$ cat src/rtl/hazard_pkg.sv
// Shared encodings and helpers for the hazard / forwarding controller.
package hazard_pkg;

  // Branch-compare operand mux (four-way, ID stage).
  localparam logic [1:0] SEL_RF = 2'b00;
  localparam logic [1:0] SEL_EX = 2'b01;
  localparam logic [1:0] SEL_MA = 2'b10;
  localparam logic [1:0] SEL_WB = 2'b11;

  // ALU operand mux (three-way, EX stage) uses its own narrower encoding.
  localparam logic [1:0] ALU_SEL_RF = 2'b00;
  localparam logic [1:0] ALU_SEL_MA = 2'b01;
  localparam logic [1:0] ALU_SEL_WB = 2'b10;

  localparam logic [6:0] OPC_LOAD = 7'b0000011;

  typedef enum logic {
    IDLE  = 1'b0,
    STALL = 1'b1
  } hz_state_e;

  // Stall lengths never exceed 2+7, so four bits are enough.
  function automatic logic [3:0] max_n(input logic [3:0] a, input logic [3:0] b);
    return (a > b) ? a : b;
  endfunction

endpackage

$ cat src/rtl/fwd_match.sv
// One producer-stage vs. one consumer-source compare; x0 never matches.
module fwd_match #(
  parameter int REG_AW = 5
) (
  input  logic [REG_AW-1:0] rs,
  input  logic [REG_AW-1:0] rd,
  input  logic              we,
  output logic              hit
);

  assign hit = we && (rd == rs) && (rs != '0);

endmodule

$ cat src/rtl/hazard_fwd_ctrl.sv
// Operand-forwarding select plus load-use / branch-on-load stall control.
//
//   state | meaning
//   ------+---------------------------------------------------------------
//   IDLE  | no stall in flight; hazards detected and stalled combinationally
//   STALL | multi-cycle stall running, wait_q more cycles after this one
module hazard_fwd_ctrl
  import hazard_pkg::*;
#(
  parameter int REG_AW   = 5,
  parameter int NUM_SRC  = 2,
  parameter int LOAD_LAT = 0,
  parameter int CNT_W    = 32
) (
  input  logic                      clk,
  input  logic                      rst_n,
  input  logic [NUM_SRC*REG_AW-1:0] id_rs_i,
  input  logic [NUM_SRC-1:0]        id_rs_used_i,
  input  logic                      id_is_branch_i,
  input  logic [NUM_SRC*REG_AW-1:0] ex_rs_i,
  input  logic [REG_AW-1:0]         ex_rd_i,
  input  logic [REG_AW-1:0]         ma_rd_i,
  input  logic [REG_AW-1:0]         wb_rd_i,
  input  logic                      ex_reg_we_i,
  input  logic                      ma_reg_we_i,
  input  logic                      wb_reg_we_i,
  input  logic                      ex_is_load_i,
  input  logic                      ma_is_load_i,
  input  logic                      redirect_i,
  output logic [2*NUM_SRC-1:0]      alu_sel_o,
  output logic [2*NUM_SRC-1:0]      br_sel_o,
  output logic                      stall_o,
  output logic                      ex_bubble_o,
  output logic [CNT_W-1:0]          stall_cnt_o
);

  localparam logic [3:0] N_LOAD_USE = 4'(1 + LOAD_LAT);
  localparam logic [3:0] N_BR_EX    = 4'(2 + LOAD_LAT);
  localparam logic [3:0] N_BR_MA    = 4'(1 + LOAD_LAT);

  hz_state_e   state_q, state_d;
  logic [3:0]  wait_q, wait_d;
  logic [3:0]  need_n;
  logic        detect;
  logic        stall_raw;

  logic [NUM_SRC-1:0] ex_hit_id, ma_hit_id, wb_hit_id;
  logic [NUM_SRC-1:0] ma_hit_ex, wb_hit_ex;

  for (genvar k = 0; k < NUM_SRC; k++) begin : g_src
    fwd_match #(.REG_AW(REG_AW)) u_ex_id (
      .rs(id_rs_i[k*REG_AW +: REG_AW]), .rd(ex_rd_i), .we(ex_reg_we_i), .hit(ex_hit_id[k]));
    fwd_match #(.REG_AW(REG_AW)) u_ma_id (
      .rs(id_rs_i[k*REG_AW +: REG_AW]), .rd(ma_rd_i), .we(ma_reg_we_i), .hit(ma_hit_id[k]));
    fwd_match #(.REG_AW(REG_AW)) u_wb_id (
      .rs(id_rs_i[k*REG_AW +: REG_AW]), .rd(wb_rd_i), .we(wb_reg_we_i), .hit(wb_hit_id[k]));
    fwd_match #(.REG_AW(REG_AW)) u_ma_ex (
      .rs(ex_rs_i[k*REG_AW +: REG_AW]), .rd(ma_rd_i), .we(ma_reg_we_i), .hit(ma_hit_ex[k]));
    fwd_match #(.REG_AW(REG_AW)) u_wb_ex (
      .rs(ex_rs_i[k*REG_AW +: REG_AW]), .rd(wb_rd_i), .we(wb_reg_we_i), .hit(wb_hit_ex[k]));
  end

  // Operand mux selects: youngest producing stage wins; loads cannot feed ID compares from EX/MA.
  always_comb begin
    alu_sel_o = '0;
    br_sel_o  = '0;
    for (int k = 0; k < NUM_SRC; k++) begin
      if (ma_hit_ex[k])      alu_sel_o[2*k +: 2] = ALU_SEL_MA;
      else if (wb_hit_ex[k]) alu_sel_o[2*k +: 2] = ALU_SEL_WB;
      else                   alu_sel_o[2*k +: 2] = ALU_SEL_RF;

      if (ex_hit_id[k] && !ex_is_load_i)      br_sel_o[2*k +: 2] = SEL_EX;
      else if (ma_hit_id[k] && !ma_is_load_i) br_sel_o[2*k +: 2] = SEL_MA;
      else if (wb_hit_id[k])                  br_sel_o[2*k +: 2] = SEL_WB;
      else                                    br_sel_o[2*k +: 2] = SEL_RF;
    end
  end

  // Required stall length for the ID instruction; zero means no hazard.
  always_comb begin
    need_n = '0;
    for (int k = 0; k < NUM_SRC; k++) begin
      if (id_rs_used_i[k]) begin
        if (ex_hit_id[k] && ex_is_load_i)
          need_n = max_n(need_n, id_is_branch_i ? N_BR_EX : N_LOAD_USE);
        if (id_is_branch_i && ma_hit_id[k] && ma_is_load_i)
          need_n = max_n(need_n, N_BR_MA);
      end
    end
  end

  assign detect    = (need_n != 4'd0);
  assign stall_raw = ((state_q == IDLE) && detect) || (state_q == STALL);
  // A redirect flushes ID anyway, so holding it would only waste a cycle.
  assign stall_o     = rst_n && !redirect_i && stall_raw;
  assign ex_bubble_o = stall_o;

  // Next-state logic; the detection cycle itself is the first stall cycle.
  always_comb begin
    state_d = state_q;
    wait_d  = wait_q;
    if (redirect_i) begin
      state_d = IDLE;
      wait_d  = '0;
    end else begin
      case (state_q)
        IDLE: begin
          if (need_n > 4'd1) begin
            state_d = STALL;
            wait_d  = need_n - 4'd2;
          end
        end
        STALL: begin
          if (wait_q != 4'd0) wait_d = wait_q - 4'd1;
          else                state_d = IDLE;
        end
        default: begin
          state_d = IDLE;
          wait_d  = '0;
        end
      endcase
    end
  end

  // State and wait-counter registers.
  always_ff @(posedge clk) begin
    if (!rst_n) begin
      state_q <= IDLE;
      wait_q  <= '0;
    end else begin
      state_q <= state_d;
      wait_q  <= wait_d;
    end
  end

  // Saturating count of cycles in which the front end was actually held.
  always_ff @(posedge clk) begin
    if (!rst_n)
      stall_cnt_o <= '0;
    else if (stall_o && (stall_cnt_o != {CNT_W{1'b1}}))
      stall_cnt_o <= stall_cnt_o + CNT_W'(1);
  end

endmodule

$ cat config.mk
export PLATFORM = sky130hd
export DESIGN_NAME = hazard_fwd_ctrl
export DESIGN_NICKNAME = d
export VERILOG_FILES = /design/src/rtl/hazard_pkg.sv /design/src/rtl/fwd_match.sv /design/src/rtl/hazard_fwd_ctrl.sv
export SDC_FILE = /design/constraint.sdc
export NUM_CORES = 1
export LEC_CHECK = 0
export ABC_AREA = 0
export CAP_MARGIN = 20
export CORE_MARGIN = 2
export CORE_UTILIZATION = 51
export CTS_CLUSTER_DIAMETER = 80
export DETAILED_ROUTE_END_ITERATION = 16
export PLACE_DENSITY = 0.86
export SYNTH_ARGS = -nofsm -noshare
export SYNTH_HDL_FRONTEND = slang
export SYNTH_SLANG_ARGS = --single-unit
$ cat constraint.sdc
create_clock -name clk -period 4.17 [get_ports clk]
set_input_delay 1.0425 -clock clk [delete_from_list [all_inputs] [get_ports clk]]
set_output_delay 1.0425 -clock clk [all_outputs]
set_load 0.01 [all_outputs]
==> results of run 1 <==
==> cell type report <==
type	instances	area, um2	area share [%]
multi-input combinational	278	1980	47.8
timing repair buffer	127	1190	28.7
sequential	37	741	17.9
tap	72	90.1	2.17
clock buffer	7	86.3	2.08
clock inverter	1	30.0	0.725
inverter	7	26.3	0.634
==> cells by family after synthesis <==
group | Yosys count | synth area share [%]
buffers and inverters | 31 | 6.03
muxes | 5 | 1.75
xor gates and xnor gates | 46 | 14.1
DFF | 37 | 25.9
and+or+nand+nor | 151 | 33.6
adders and majority gates | 3 | 1.31
AOI/OAI and AO/OA | 73 | 17.4
==> metal layers <==
| layer | vias to the layer above | GRT usage (%) |
|---|---|---|
| met5 | - | 0 |
| met4 | 0 | 9.31 |
| met3 | 21 | 5.11 |
| met2 | 141 | 49.1 |
| met1 | 1554 | 35.1 |
| li1 | 1534 | - |
==> worst paths after layout <==
kind | startpoint | slack, ns | depth (start not counted) | end
worst min-delay path | wait_q[3] | 0.48 | 1 | wait_q[3]
worst min register to register | wait_q[3] | 0.48 | 1 | wait_q[3]
worst max-delay path | wb_rd_i[4] | 0.08 | 8 | br_sel_o[0]
worst max register to register | stall_cnt_o[2] | 1.20 | 7 | stall_cnt_o[0]
==> report_power, final <==
group          switching, W  total [W]  internal [W]
sequential      0.000000216   0.000353      0.000353
combinational     0.0000883   0.000183     0.0000949
clock              0.000129   0.000324      0.000195
total              0.000218   0.000861      0.000643
==> through the flow <==
| step | cell area, um2 | setup TNS [ns] | power, W | std cells |
|---|---|---|---|---|
| CTS | 4100 | 0 | 0.000858 | 527 |
| floorplan | 2860 | 0 | 0.000437 | 346 |
| global placement | 3970 | -0.615 | 0.000533 | 518 |
| global route | 4140 | 0 | 0.000890 | 529 |
| finish | 4140 | 0 | 0.000861 | 529 |
| detailed placement | 3970 | -0.910 | 0.000538 | 518 |
==> flip-flops by register name, indices dropped and copies added (netlist names) <==
name         flops
state_q          1
wait_q           4
stall_cnt_o     32
==> worst register-to-register path, cell delays in order (launching register included) <==
cell,delay (ns)
dfxtp_1,0.43
and4_1,0.32
and3_1,0.43
nand2_4,0.12
nor4_4,0.44
nand2b_2,0.77
nor2_1,0.18
mux2i_1,0.16
==> cells in the final DEF (no fill, tap or decap), drive strengths merged, types with 6 or more instances in the layout <==
master,n
o31ai,25
nand2b,6
inv,6
clkdlybuf4s50,75
a21oi,28
nand2,24
nand4,20
nor4,14
nor3,7
nor2,16
clkbuf,8
xor2,17
dfxtp,37
xnor2,29
dlymetal6s2s,6
or4,26
nand3,14
buf,41
and3,8
==> what timing repair did <==
item                                    4_1_cts  5_1_grt
setup buffers                                 1        2
gates resized for setup                       9       15
pin swaps                                     1        3
endpoints found under the setup margin        5        6
==> impl_metrics.env, run 1 <==
export IMPL_hold_buffers=0
export IMPL_worstMarginPinSlew_ns=0.863
export IMPL_antenna_left=0
export IMPL_dieArea_mm2=0.00623
export IMPL_syn_instance_count=346
export IMPL_yosysTopAreaCell="dfxtp_1"
export IMPL_grt_use_total_pct=28.2
export IMPL_post_route_period_util_pct=98.1
export IMPL_cts_tree="done"
export IMPL_cp_common_cell="clkdlybuf4s50_1"
export IMPL_fin_ws_ns=0.0793
export IMPL_end_kind="output port"
export IMPL_hold_violations=0
export IMPL_grt_pass1_vias=3038
export IMPL_wirelength_met1_um=3810
export IMPL_die_y_um=78.9
export IMPL_synth_cell_types=50
export IMPL_syn_to_final_growth_pct=44.7
export IMPL_crit_path_start_kind="input pin"
export IMPL_cts_max_level=2
export IMPL_slew_limit_headroom_pct=42.5
export IMPL_cts_buffer_depth=2
export IMPL_cts_sink_count=37
export IMPL_critPathSlowestCell="clkdlybuf4s50_1"
export IMPL_crit_fanout=3
export IMPL_core_area_mm2=0.00547
export IMPL_vdd_ir_drop_max_mv=0.199
export IMPL_fmax_mhz=244
export IMPL_async_flop_share_pct=0
export IMPL_required_ns=3.13
export IMPL_first_iter_violations=127
export IMPL_num_antenna_cells=0
export IMPL_clkTransAtPathRegs_ns=0.07
export IMPL_highest_layer="met4"
export IMPL_layout_min_cycle_time_ns=4.09
export IMPL_grt_ovfl_total=0
export IMPL_syn_area_per_cell_um2=8.28
export IMPL_clkLatencyLatePin_ns=0.29
export IMPL_syn_area_mm2=0.00286
export IMPL_powerDensity_mw_per_mm2=208
export IMPL_leakagePower_nw=1.49
export IMPL_cpLargestDelayFamily="buffers and inverters"
export IMPL_ys_seq_area_share_pct=25.9
export IMPL_wire_per_inst_um=17.1
export IMPL_rsz0062_at_grt="no"
export IMPL_fp_dieW_um=78.9
export IMPL_crit_path_max_incr_delay_ns=0.58
export IMPL_critPathBufInv=3
export IMPL_fillers=405
export IMPL_synthDominantCellAreaShare_pct=25.9
export IMPL_synth_most_common_cell="dfxtp_1"
export IMPL_drt_wl_total_um=9060
export IMPL_post_dp_hpwl_um=6600
export IMPL_post_place_ws_ns=-0.275
export IMPL_synth_ff_type="dfxtp_1"
export IMPL_grt_first_pass_wirelength_um=14200
export IMPL_root_buffer="clkbuf_8"
export IMPL_fin_nets=505
export IMPL_skew_ns=0.00970
export IMPL_drive_gt1_share_pct=14.4
export IMPL_grt_max_degree=58
export IMPL_path_class="in -> out"
export IMPL_synth_edf_count=0
export IMPL_synth_common_cells="37 x dfxtp_1, 29 x xnor2_1, 27 x a21oi_1"
export IMPL_portBuffers=87
export IMPL_rows=27
export IMPL_syn_num_nets=395
export IMPL_drv_cap=0
export IMPL_via_per_inst=6.14
export IMPL_first_pass_iters=5
export IMPL_gp_routability_congestion=0.886
export IMPL_synth_area_leaders="dfxtp_1 26%, xnor2_1 8.9%, o31ai_1 6.6%"
export IMPL_wl_met3_um=670
export IMPL_hp_class="reg -> reg"
export IMPL_fin_util_pct=75.7
export IMPL_grt_antenna_before_repair=0
export IMPL_ys_seq_elements=37
export IMPL_crit_chain="clkdlybuf4s50_1 > xnor2_1 > nand2_1 > nor4_2 > buf_4 > nand2b_1 > o21ai_1 > clkdlybuf4s50_1"
export IMPL_drc=0
export IMPL_dr_total_vias=3250
export IMPL_yosys_warnings=0
export IMPL_initial_utilization_pct=52.3
export IMPL_met2_length_um=4350
export IMPL_drv_slew=0
export IMPL_setup_viol=0
export IMPL_ios=88
export IMPL_outcome="complete, no violations"
export IMPL_arrival_ns=3.05
export IMPL_hold_ws_ns=0.477
export IMPL_cts_buffers=5
Power figures use the tool's default switching activity.
==> run 2, diff against run 1 <==
--- a/config.mk
+++ b/config.mk
@@ -7,11 +7,14 @@
 export LEC_CHECK = 0
 export ABC_AREA = 0
 export CAP_MARGIN = 20
+export CELL_PAD_IN_SITES_DETAIL_PLACEMENT = 0
+export CELL_PAD_IN_SITES_GLOBAL_PLACEMENT = 1
+export CORE_ASPECT_RATIO = 1.1
 export CORE_MARGIN = 2
-export CORE_UTILIZATION = 51
+export CORE_UTILIZATION = 34
 export CTS_CLUSTER_DIAMETER = 80
 export DETAILED_ROUTE_END_ITERATION = 16
-export PLACE_DENSITY = 0.86
+export PLACE_DENSITY_LB_ADDON = 0.1
 export SYNTH_ARGS = -nofsm -noshare
 export SYNTH_HDL_FRONTEND = slang
 export SYNTH_SLANG_ARGS = --single-unit
==> constraint.sdc (replaced) <==
create_clock -name clk -period 4.15 [get_ports clk]
set_input_delay 1.0375 -clock clk [delete_from_list [all_inputs] [get_ports clk]]
set_output_delay 1.0375 -clock clk [all_outputs]
set_load 0.01 [all_outputs]
==> run 2 against run 1 <==
Final cell count is 7.9% higher. Global-route usage is 8.3 points lower. Sequential power hardly changed. Cell area is 0.66% higher. Sequential share of layout area is 0.12 points lower. Die area is 47% higher. Via count is 6.4% lower. Clock-buffer cell count stayed put. Critical path type unchanged.
==> impl_metrics.env, run 2 (synthesis gave the netlist of run 1 again) <==
export IMPL_outcome="complete, no violations"
export IMPL_required_ns=3.11
export IMPL_cts_max_level=2
export IMPL_path_class="in -> out"
export IMPL_hp_class="reg -> reg"
export IMPL_drv_cap=0
export IMPL_cts_buffer_depth=2
export IMPL_clkTransAtPathRegs_ns=0.07
export IMPL_cts_tree="done"
export IMPL_placed_cell_area_mm2=0.00405
export IMPL_slew_limit_headroom_pct=43.0
export IMPL_dieArea_mm2=0.00917
export IMPL_crit_path_start_kind="input pin"
export IMPL_first_iter_violations=120
export IMPL_wirelength_met1_um=4040
export IMPL_leakagePower_nw=1.50
export IMPL_vdd_ir_drop_max_mv=0.142
export IMPL_grt_use_total_pct=19.9
export IMPL_wire_per_inst_um=15.6
export IMPL_power_w=0.000814
export IMPL_rsz0062_at_grt="no"
export IMPL_min_path_cells=1
export IMPL_arrival_ns=2.96
export IMPL_post_route_period_util_pct=96.4
export IMPL_layout_min_cycle_time_ns=4.00
export IMPL_reg_top3="stall_cnt_o x32, wait_q x4, state_q x1"
export IMPL_dr_total_vias=3043
export IMPL_worstMarginPinSlew_ns=0.855
export IMPL_multi_input_area_mm2=0.00196
export IMPL_skew_ns=0.00415
export IMPL_largest_register="stall_cnt_o"
export IMPL_cts_sink_count=37
export IMPL_cts_buffers=5
export IMPL_die_y_um=100
export IMPL_gp_routability_congestion=0.921
export IMPL_fp_dieW_um=91.5
export IMPL_grt_max_degree=58
export IMPL_setup_viol=0
export IMPL_post_dp_hpwl_um=6590
export IMPL_worst_r2r_startpoint="stall_cnt_o[2]"
export IMPL_drt_wl_total_um=8920
export IMPL_antenna_left=0
export IMPL_rows=35
export IMPL_root_buffer="clkbuf_8"
export IMPL_min_to="wait_q[3]"
export IMPL_first_pass_iters=4
export IMPL_reg2reg_to="stall_cnt_o[1]"
export IMPL_drv_slew=0
export IMPL_grt_antenna_before_repair=0
export IMPL_design_area_mm2=0.00417
export IMPL_initial_utilization_pct=34.6
export IMPL_worstHoldStart="wait_q[3]"
export IMPL_drive_gt1_share_pct=14.8
export IMPL_portBuffers=87
export IMPL_largest_reg_flops=32
export IMPL_rrSetupSlack_ns=1.11
export IMPL_regArea_um2=741
export IMPL_clkLatencyLatePin_ns=0.29
export IMPL_hold_buffers=0
export IMPL_fillers=805
export IMPL_hold_violations=0
export IMPL_met2_length_um=4320
export IMPL_core_area_mm2=0.00828
export IMPL_powerDensity_mw_per_mm2=195
export IMPL_ios=88
export IMPL_layout_common_cells="75 x clkdlybuf4s50_1, 42 x buf_4, 37 x dfxtp_1, 29 x xnor2_1, 27 x a21oi_1"
export IMPL_drc=0
export IMPL_grt_ovfl_total=0
export IMPL_layout_commonest_cell="clkdlybuf4s50_1"
export IMPL_end_kind="output port"
export IMPL_fin_nets=508
export IMPL_worst_r2r_cell_count=7
export IMPL_wl_met3_um=461
export IMPL_hold_ws_ns=0.486
export IMPL_fmax_mhz=250
export IMPL_crit_fanout=3
export IMPL_via_per_inst=5.33
export IMPL_highest_layer="met4"
export IMPL_syn_to_final_growth_pct=45.7
export IMPL_num_antenna_cells=0
export IMPL_grt_pass1_vias=3005
export IMPL_grt_first_pass_wirelength_um=14900
-- run 2: timing repair --
item	in CTS	in global routing
pin swaps	4	1
gates resized for setup	14	6
setup endpoints to repair	6	6
buffers inserted	2	0
-- run 2: worst max-delay path, cell delays in order --
cell             delay, ns
clkdlybuf4s50_1       0.43
or4_4                 0.58
nor3b_1               0.17
a21oi_2               0.15
nor3_2                0.08
o41a_1                0.35
buf_2                 0.16
-- run 2: worst max-delay path by stage --
stage | from | to | cells after the start
after global routing | id_rs_i[5] | br_sel_o[2] | 8
after detailed placement | id_rs_i[0] | stall_o | 7
after global placement | id_rs_i[0] | ex_bubble_o | 7
final | id_rs_i[8] | ex_bubble_o | 7
after floorplan | id_rs_i[5] | stall_o | 6
after CTS | id_rs_i[1] | br_sel_o[0] | 9
-- run 2: area by class of cell --
type | count | area share [%]
multi-input cells | 278 | 47.0
repair buffers | 130 | 28.8
flip-flops and latches | 37 | 17.8
well taps | 111 | 3.33
clock buffers | 7 | 2.31
inverters | 7 | 0.630
clock inverters | 1 | 0.120
-- run 2: per-layer routing --
metal	up-vias	global-route usage, %
met3	8	3.75
met5	-	0
li1	1540	-
met1	1401	25.9
met2	94	33.7
met4	0	5.24
-- run 2: report_power, final --
part | total, W | switching [W] | leakage (nW) | internal [W]
registers | 0.000355 | 0.000000201 | 0.298 | 0.000355
clock network | 0.000279 | 0.000129 | 0.0542 | 0.000150
logic | 0.000180 | 0.0000836 | 1.15 | 0.0000963
total | 0.000814 | 0.000213 | 1.50 | 0.000601
-- run 2: per-stage QoR --
step	setup TNS, ns	util (%)	instances	setup WS, ns
final	0	50.4	571	0.150
after global routing	0	50.4	571	0.0550
after CTS	0	50.2	571	0.0260
after detailed placement	-0.914	48.9	561	-0.277
after global placement	-0.824	48.9	561	-0.237
after floorplan	0	-	346	0.645
==> run 3, diff against run 2 <==
--- a/config.mk
+++ b/config.mk
@@ -6,7 +6,7 @@
 export NUM_CORES = 1
 export LEC_CHECK = 0
 export ABC_AREA = 0
-export CAP_MARGIN = 20
+export CAP_MARGIN = 25
 export CELL_PAD_IN_SITES_DETAIL_PLACEMENT = 0
 export CELL_PAD_IN_SITES_GLOBAL_PLACEMENT = 1
 export CORE_ASPECT_RATIO = 1.1
==> results of run 3 <==
The final DEF is identical to that of run 2; final timing and power are the same.
